--- config.mk ---
export PLATFORM = sky130hd
export DESIGN_NAME = pengo_input_ctrl
export DESIGN_NICKNAME = d
export VERILOG_FILES = /design/src/rtl/pengo_input_ctrl.sv
export SDC_FILE = /design/constraint.sdc
export NUM_CORES = 1
export LEC_CHECK = 0
export ABC_AREA = 1
export BUFFER_PORTS_ARGS = -buffer_cell sky130_fd_sc_hd__buf_2
export CORE_MARGIN = 8
export CORE_UTILIZATION = 45
export DETAILED_ROUTE_END_ITERATION = 12
export PLACE_DENSITY = 0.77
export SETUP_SLACK_MARGIN = 0.4
export SYNTH_ARGS = -nofsm -noshare
export SYNTH_HDL_FRONTEND = slang
export SYNTH_SLANG_ARGS = --single-unit
--- constraint.sdc ---
create_clock -name clk -period 1.7 [get_ports clk]
set_input_delay 0.255 -clock clk [delete_from_list [all_inputs] [get_ports clk]]
set_output_delay 0.255 -clock clk [all_outputs]
set_load 0.02 [all_outputs]
--- src/rtl/pengo_input_ctrl.sv ---
// Player input conditioning for the Pengo core.
// Decodes hps_io keyboard events and merges them with the joysticks.
// Applies the Vert/Horz direction remap.
// Turns start presses into timed coin pulses.
// Drives the active-low in0/in1 buses of pacman_machine.
module pengo_input_ctrl #(
    parameter int COIN_PULSE   = 24,
    parameter int COIN_HOLDOFF = 48
) (
    input  logic        clk,
    input  logic        reset_n,
    input  logic        ce,
    input  logic [64:0] ps2_key,
    input  logic [15:0] joy,
    input  logic        rotate,
    output logic [7:0]  in0_reg,
    output logic [7:0]  in1_reg,
    output logic        coin_busy
);

    typedef enum logic [1:0] {
        IDLE  = 2'd0,
        PULSE = 2'd1,
        HOLD  = 2'd2
    } coin_state_t;

    localparam logic [15:0] PULSE_LOAD = 16'(COIN_PULSE - 1);
    localparam logic [15:0] HOLD_LOAD  = 16'(COIN_HOLDOFF - 1);

    // Keyboard event decode
    logic       toggle_prev;
    logic       key_event;
    logic       pressed;
    logic       ext;
    logic [8:0] code;

    // Latched key state
    logic key_up, key_down, key_left, key_right, key_fire, key_s1, key_s2;

    // Merged and remapped controls
    logic up, down, left, right, fire, s1, s2;

    // Coin sequencer
    coin_state_t state, state_next;
    logic [15:0] count, count_next;
    logic        pending, pending_next;
    logic        start_prev;
    logic        trig;
    logic        coin;

    // Joystick bits above start2 are not used by this machine.
    logic unused_joy;
    assign unused_joy = ^joy[15:7];

    assign key_event = ps2_key[64] ^ toggle_prev;
    assign pressed   = (ps2_key[15:8] != 8'hF0);
    assign ext       = pressed ? (ps2_key[15:8] == 8'hE0) : (ps2_key[23:16] == 8'hE0);
    // Any junk in the upper bytes makes the event unrecognisable.
    assign code      = (|ps2_key[63:24]) ? 9'h000 : {ext, ps2_key[7:0]};

    // Track the event toggle and update key latches on each new event.
    always_ff @(posedge clk or negedge reset_n) begin
        if (!reset_n) begin
            toggle_prev <= 1'b0;
            key_up      <= 1'b0;
            key_down    <= 1'b0;
            key_left    <= 1'b0;
            key_right   <= 1'b0;
            key_fire    <= 1'b0;
            key_s1      <= 1'b0;
            key_s2      <= 1'b0;
        end else begin
            toggle_prev <= ps2_key[64];
            if (key_event) begin
                // Arrow keys match with or without the E0 prefix.
                if (code[7:0] == 8'h75 && code != 9'h000) key_up    <= pressed;
                if (code[7:0] == 8'h72)                   key_down  <= pressed;
                if (code[7:0] == 8'h6B)                   key_left  <= pressed;
                if (code[7:0] == 8'h74)                   key_right <= pressed;
                if (code == 9'h029 || code == 9'h014)     key_fire  <= pressed;
                if (code == 9'h005)                       key_s1    <= pressed;
                if (code == 9'h006)                       key_s2    <= pressed;
            end
        end
    end

    // Merge keyboard with joystick and rotate directions for Horz orientation.
    always_comb begin
        up    = key_up    | joy[3];
        down  = key_down  | joy[2];
        left  = key_left  | joy[1];
        right = key_right | joy[0];
        if (rotate) begin
            up    = key_left  | joy[1];
            down  = key_right | joy[0];
            left  = key_down  | joy[2];
            right = key_up    | joy[3];
        end
        fire = key_fire | joy[4];
        s1   = key_s1   | joy[5];
        s2   = key_s2   | joy[6];
    end

    assign trig = (s1 | s2) & ~start_prev;
    assign coin = (state == PULSE);

    // Coin sequencer registers and start edge history.
    always_ff @(posedge clk or negedge reset_n) begin
        if (!reset_n) begin
            state      <= IDLE;
            count      <= 16'd0;
            pending    <= 1'b0;
            start_prev <= 1'b0;
        end else begin
            state      <= state_next;
            count      <= count_next;
            pending    <= pending_next;
            start_prev <= s1 | s2;
        end
    end

    // Coin sequencer next-state: pulse, holdoff gap, one queued request.
    always_comb begin
        state_next   = state;
        count_next   = count;
        pending_next = pending;
        case (state)
            IDLE: begin
                if (trig) begin
                    state_next = PULSE;
                    count_next = PULSE_LOAD;
                end
            end
            PULSE: begin
                if (trig) pending_next = 1'b1;
                if (ce) begin
                    if (count == 16'd0) begin
                        state_next = HOLD;
                        count_next = HOLD_LOAD;
                    end else begin
                        count_next = count - 16'd1;
                    end
                end
            end
            HOLD: begin
                if (trig) pending_next = 1'b1;
                if (ce) begin
                    if (count == 16'd0) begin
                        if (pending) begin
                            state_next   = PULSE;
                            count_next   = PULSE_LOAD;
                            pending_next = trig;
                        end else if (trig) begin
                            // A press landing on the exit goes straight to a pulse.
                            state_next   = PULSE;
                            count_next   = PULSE_LOAD;
                            pending_next = 1'b0;
                        end else begin
                            state_next   = IDLE;
                            pending_next = 1'b0;
                        end
                    end else begin
                        count_next = count - 16'd1;
                    end
                end
            end
            default: begin
                state_next   = IDLE;
                count_next   = 16'd0;
                pending_next = 1'b0;
            end
        endcase
    end

    // Registered active-low outputs toward pacman_machine.
    always_ff @(posedge clk or negedge reset_n) begin
        if (!reset_n) begin
            in0_reg   <= 8'hFF;
            in1_reg   <= 8'hFF;
            coin_busy <= 1'b0;
        end else begin
            in0_reg   <= ~{fire, 2'b00, coin, right, left, down, up};
            in1_reg   <= ~{1'b0, s2, s1, 5'b00000};
            coin_busy <= (state != IDLE);
        end
    end

endmodule
==> results_dict.tcl <==
set metrics [dict create \
    via_per_inst 5.15 \
    syn_area_um2 2670 \
    avgSynthCellArea_um2 7.23 \
    area_delta_synth_final_pct 50.3 \
    drt_iter0_markers 159 \
    dp.cells 543 \
    wl_met1_mm 3.26 \
    start_kind "register" \
    grt_antenna_before_repair 0 \
    status "finished, violations left" \
    drt_first_pass_iters 5 \
    holdPathStages 2 \
    layout.cells.non_filler 565 \
    wl_met3_um 481 \
    pin_count 102 \
    setup_violations 5 \
    cpPeakStageDelay_ps 400 \
    antenna_left 0 \
    track_usage_pct 17.9 \
    cp.required_ps 1900 \
    path_clk_slew_ps 90 \
    synthArstFlopShare_pct 100 \
    peakVddDrop_mv 0.877 \
    max_slew.worst_pin.slew_ps 660 \
    cap_violations 0 \
    cts_tree "built" \
    synth_top_area_share_pct 27.1 \
    cts_sinks 37 \
    path_cells "nor2_2 > nand2_2 > inv_1 > nand3_1 > nor2_4 > nor2_4 > clkinv_4 > nand3_4 > o31ai_1" \
    routabilityCongestion 0.861 \
    ys_top_cells_by_area "dfrtp_1 (27%), nand2_1 (9.4%), dfstp_2 (7.9%)" \
    dpl.hpwl_mm 5.80 \
    min_from "joy[4]" \
    die_area_um2 8660 \
    yosysUniqueCellTypes 39 \
    overflow 0 \
    die_h_um 93.1 \
    pre_cts_ws_ps -4.09 \
    reg2reg_to "state[0]$_DFFE_PN0P_" \
    power_per_cell_area_nw_per_um2 1360 \
    r2r-start "count[8]$_DFFE_PN0P_" \
    core_area_um2 5820 \
    path_class "register to register" \
    cp_top_family "simple AND/OR/NAND/NOR gates" \
    synthCells 370 \
    cpMostUsedCell "nor2_4" \
    initial_core_util_pct 46.0 \
    synth_edf_count 0 \
    fin_crit_sh_pct 103 \
    max_freq_mhz 572 \
    grt_pass1_wl_mm 12.9 \
    htree_levels 2 \
    top_layer "met4" \
    ys_seq_elements 37 \
    path_buf_inv 2 \
    drc 0 \
    wl_per_cell_um 14.9 \
    routed_wl_mm 8.40 \
    cts_buffers 5 \
    leakagePower_nw 1.93 \
    yosys_warnings 0 \
    finalWorstSetupSlack_ps -47.6 \
    slew_headroom_pct 55.4 \
    grt_pass1_vias 2945 \
    synth_ff_type "dfrtp_1" \
    routed-wl-met2_mm 4.40 \
    nets 580 \
    synth_top_area_cell "dfrtp_1" \
    post-route-cell-area_um2 4020 \
    min_to "in0_reg[7]$_DFF_PN1_" \
    drive_above_1_share_pct 46.5 \
    violations "setup timing" \
    placed_area_um2 3410 \
    reg2reg_depth 9 \
    insertion_delay_ps 300 \
    antenna_cells 0 \
    rows 28 \
    die_x_um 93.1 \
    reg2reg_slack_ps -50 \
    port_buffers 84 \
    cp-end-kind "register" \
    vias 2909 \
    cpMaxStageDelayCell "dfrtp_1" \
    yosysSeqAreaShare_pct 35.0 \
    hold_viol 0 \
    largest_reg_flops 16 \
    final_max_slew_viol_count 0 \
    min_period_ps 1750 \
    power_mw 5.46 \
    clockBufferDepth 2 \
    worst-path-max-fanout 8 \
    whs_ps 65.0 \
    grt_setup_unrepaired "yes" \
    skew_ps 12.1 \
    worstHoldPathType "input port to register" \
    grt_max_degree 23 \
    critPathArrivalTime_ps 1950 \
    cts_root_buf "clkbuf_8" \
]
==> worst max path at each step <==
stage                          from                     to  depth (start not counted)
2_1_floorplan  count[1]$_DFFE_PN0P_   count[1]$_DFFE_PN0P_                         11
5_1_grt        count[1]$_DFFE_PN0P_   count[4]$_DFFE_PN0P_                         11
6_report       count[8]$_DFFE_PN0P_   state[0]$_DFFE_PN0P_                          9
4_1_cts        count[1]$_DFFE_PN0P_  count[12]$_DFFE_PN0P_                         10
3_5_place_dp            ps2_key[37]     key_s1$_DFFE_PN0P_                         11
3_3_place_gp            ps2_key[37]     key_s1$_DFFE_PN0P_                         11
==> per-layer routing <==
metal / vias to the layer above / GRT usage [%]
met2: 92 / 32.4
met3: 21 / 4.01
met5: - / 0
met1: 1376 / 20.3
met4: 0 / 6.04
li1: 1420 / -
==> cell families after synthesis <==
group,synth area share (%)
AO/OA/AOI/OAI,13.3
XOR/XNOR,3.28
adder cells (fa/ha/maj),2.81
buffers and inverters,10.9
flip-flops,35.0
other,0.140
AND/OR/NAND/NOR,34.5
==> through the flow <==
| stage | utilization [%] | setup TNS [ps] |
|---|---|---|
| after floorplan | - | 0 |
| after global placement | 58.6 | 0 |
| after detailed placement | 58.6 | -5.93 |
| after CTS | 64.1 | 0 |
| after global routing | 69.1 | -1480 |
| final | 69.1 | -134 |
==> synth_stat cells (all sizes together) (2+ instances only) <==
| library cell | instances |
|---|---|
| o21ai | 40 |
| a21oi | 11 |
| nand3 | 28 |
| nand4 | 7 |
| dfrtp | 29 |
| dfstp | 8 |
| xor2 | 9 |
| clkbuf | 2 |
| o22ai | 7 |
| and3 | 2 |
| inv | 56 |
| a31oi | 2 |
| nand2 | 69 |
| buf | 9 |
| ha | 6 |
| nor3 | 4 |
| nor2 | 71 |
==> power by group <==
part / switching (mW) / internal (mW)
Clock: 0.353 / 0.591
Sequential: 0.164 / 1.07
Combinational: 1.93 / 1.35
==> final cells by class <==
type / instances / area (µm²)
multi-input combinational: 273 / 1850
fill: 426 / 1800
sequential: 37 / 937
timing repair buffer: 115 / 771
inverter: 57 / 226
tap: 75 / 93.8
clock buffer: 5 / 68.8
clock inverter: 3 / 68.8
==> cell usage in the layout, fill, tap and decap left out, types with 10 or more instances in the layout <==
cell,count
buf_2,74
nand2_2,10
nand2_1,58
nand3_1,16
o21ai_1,25
nor2_4,23
nor2_1,29
nor2_2,19
buf_4,23
buf_6,14
inv_1,49
dfrtp_1,28
==> worst reg2reg max path, stage by stage, from the launching register on <==
cell and delay [ps]:
dfrtp_1 400, nor2_2 170, nand2_2 100, inv_1 120, nand3_1 140, nor2_4 220, nor2_4 100, clkinv_4 110
nand3_4 90, o31ai_1 190
==> repair_timing <==
action	CTS	global route
hold endpoints to repair	13	0
setup endpoints to repair	26	26
gates cloned	1	0
hold buffers	1	0
pin swaps	29	44
resized for setup	31	65
buffers inserted	7	5
No activity file was read; power rests on OpenSTA's default activity.
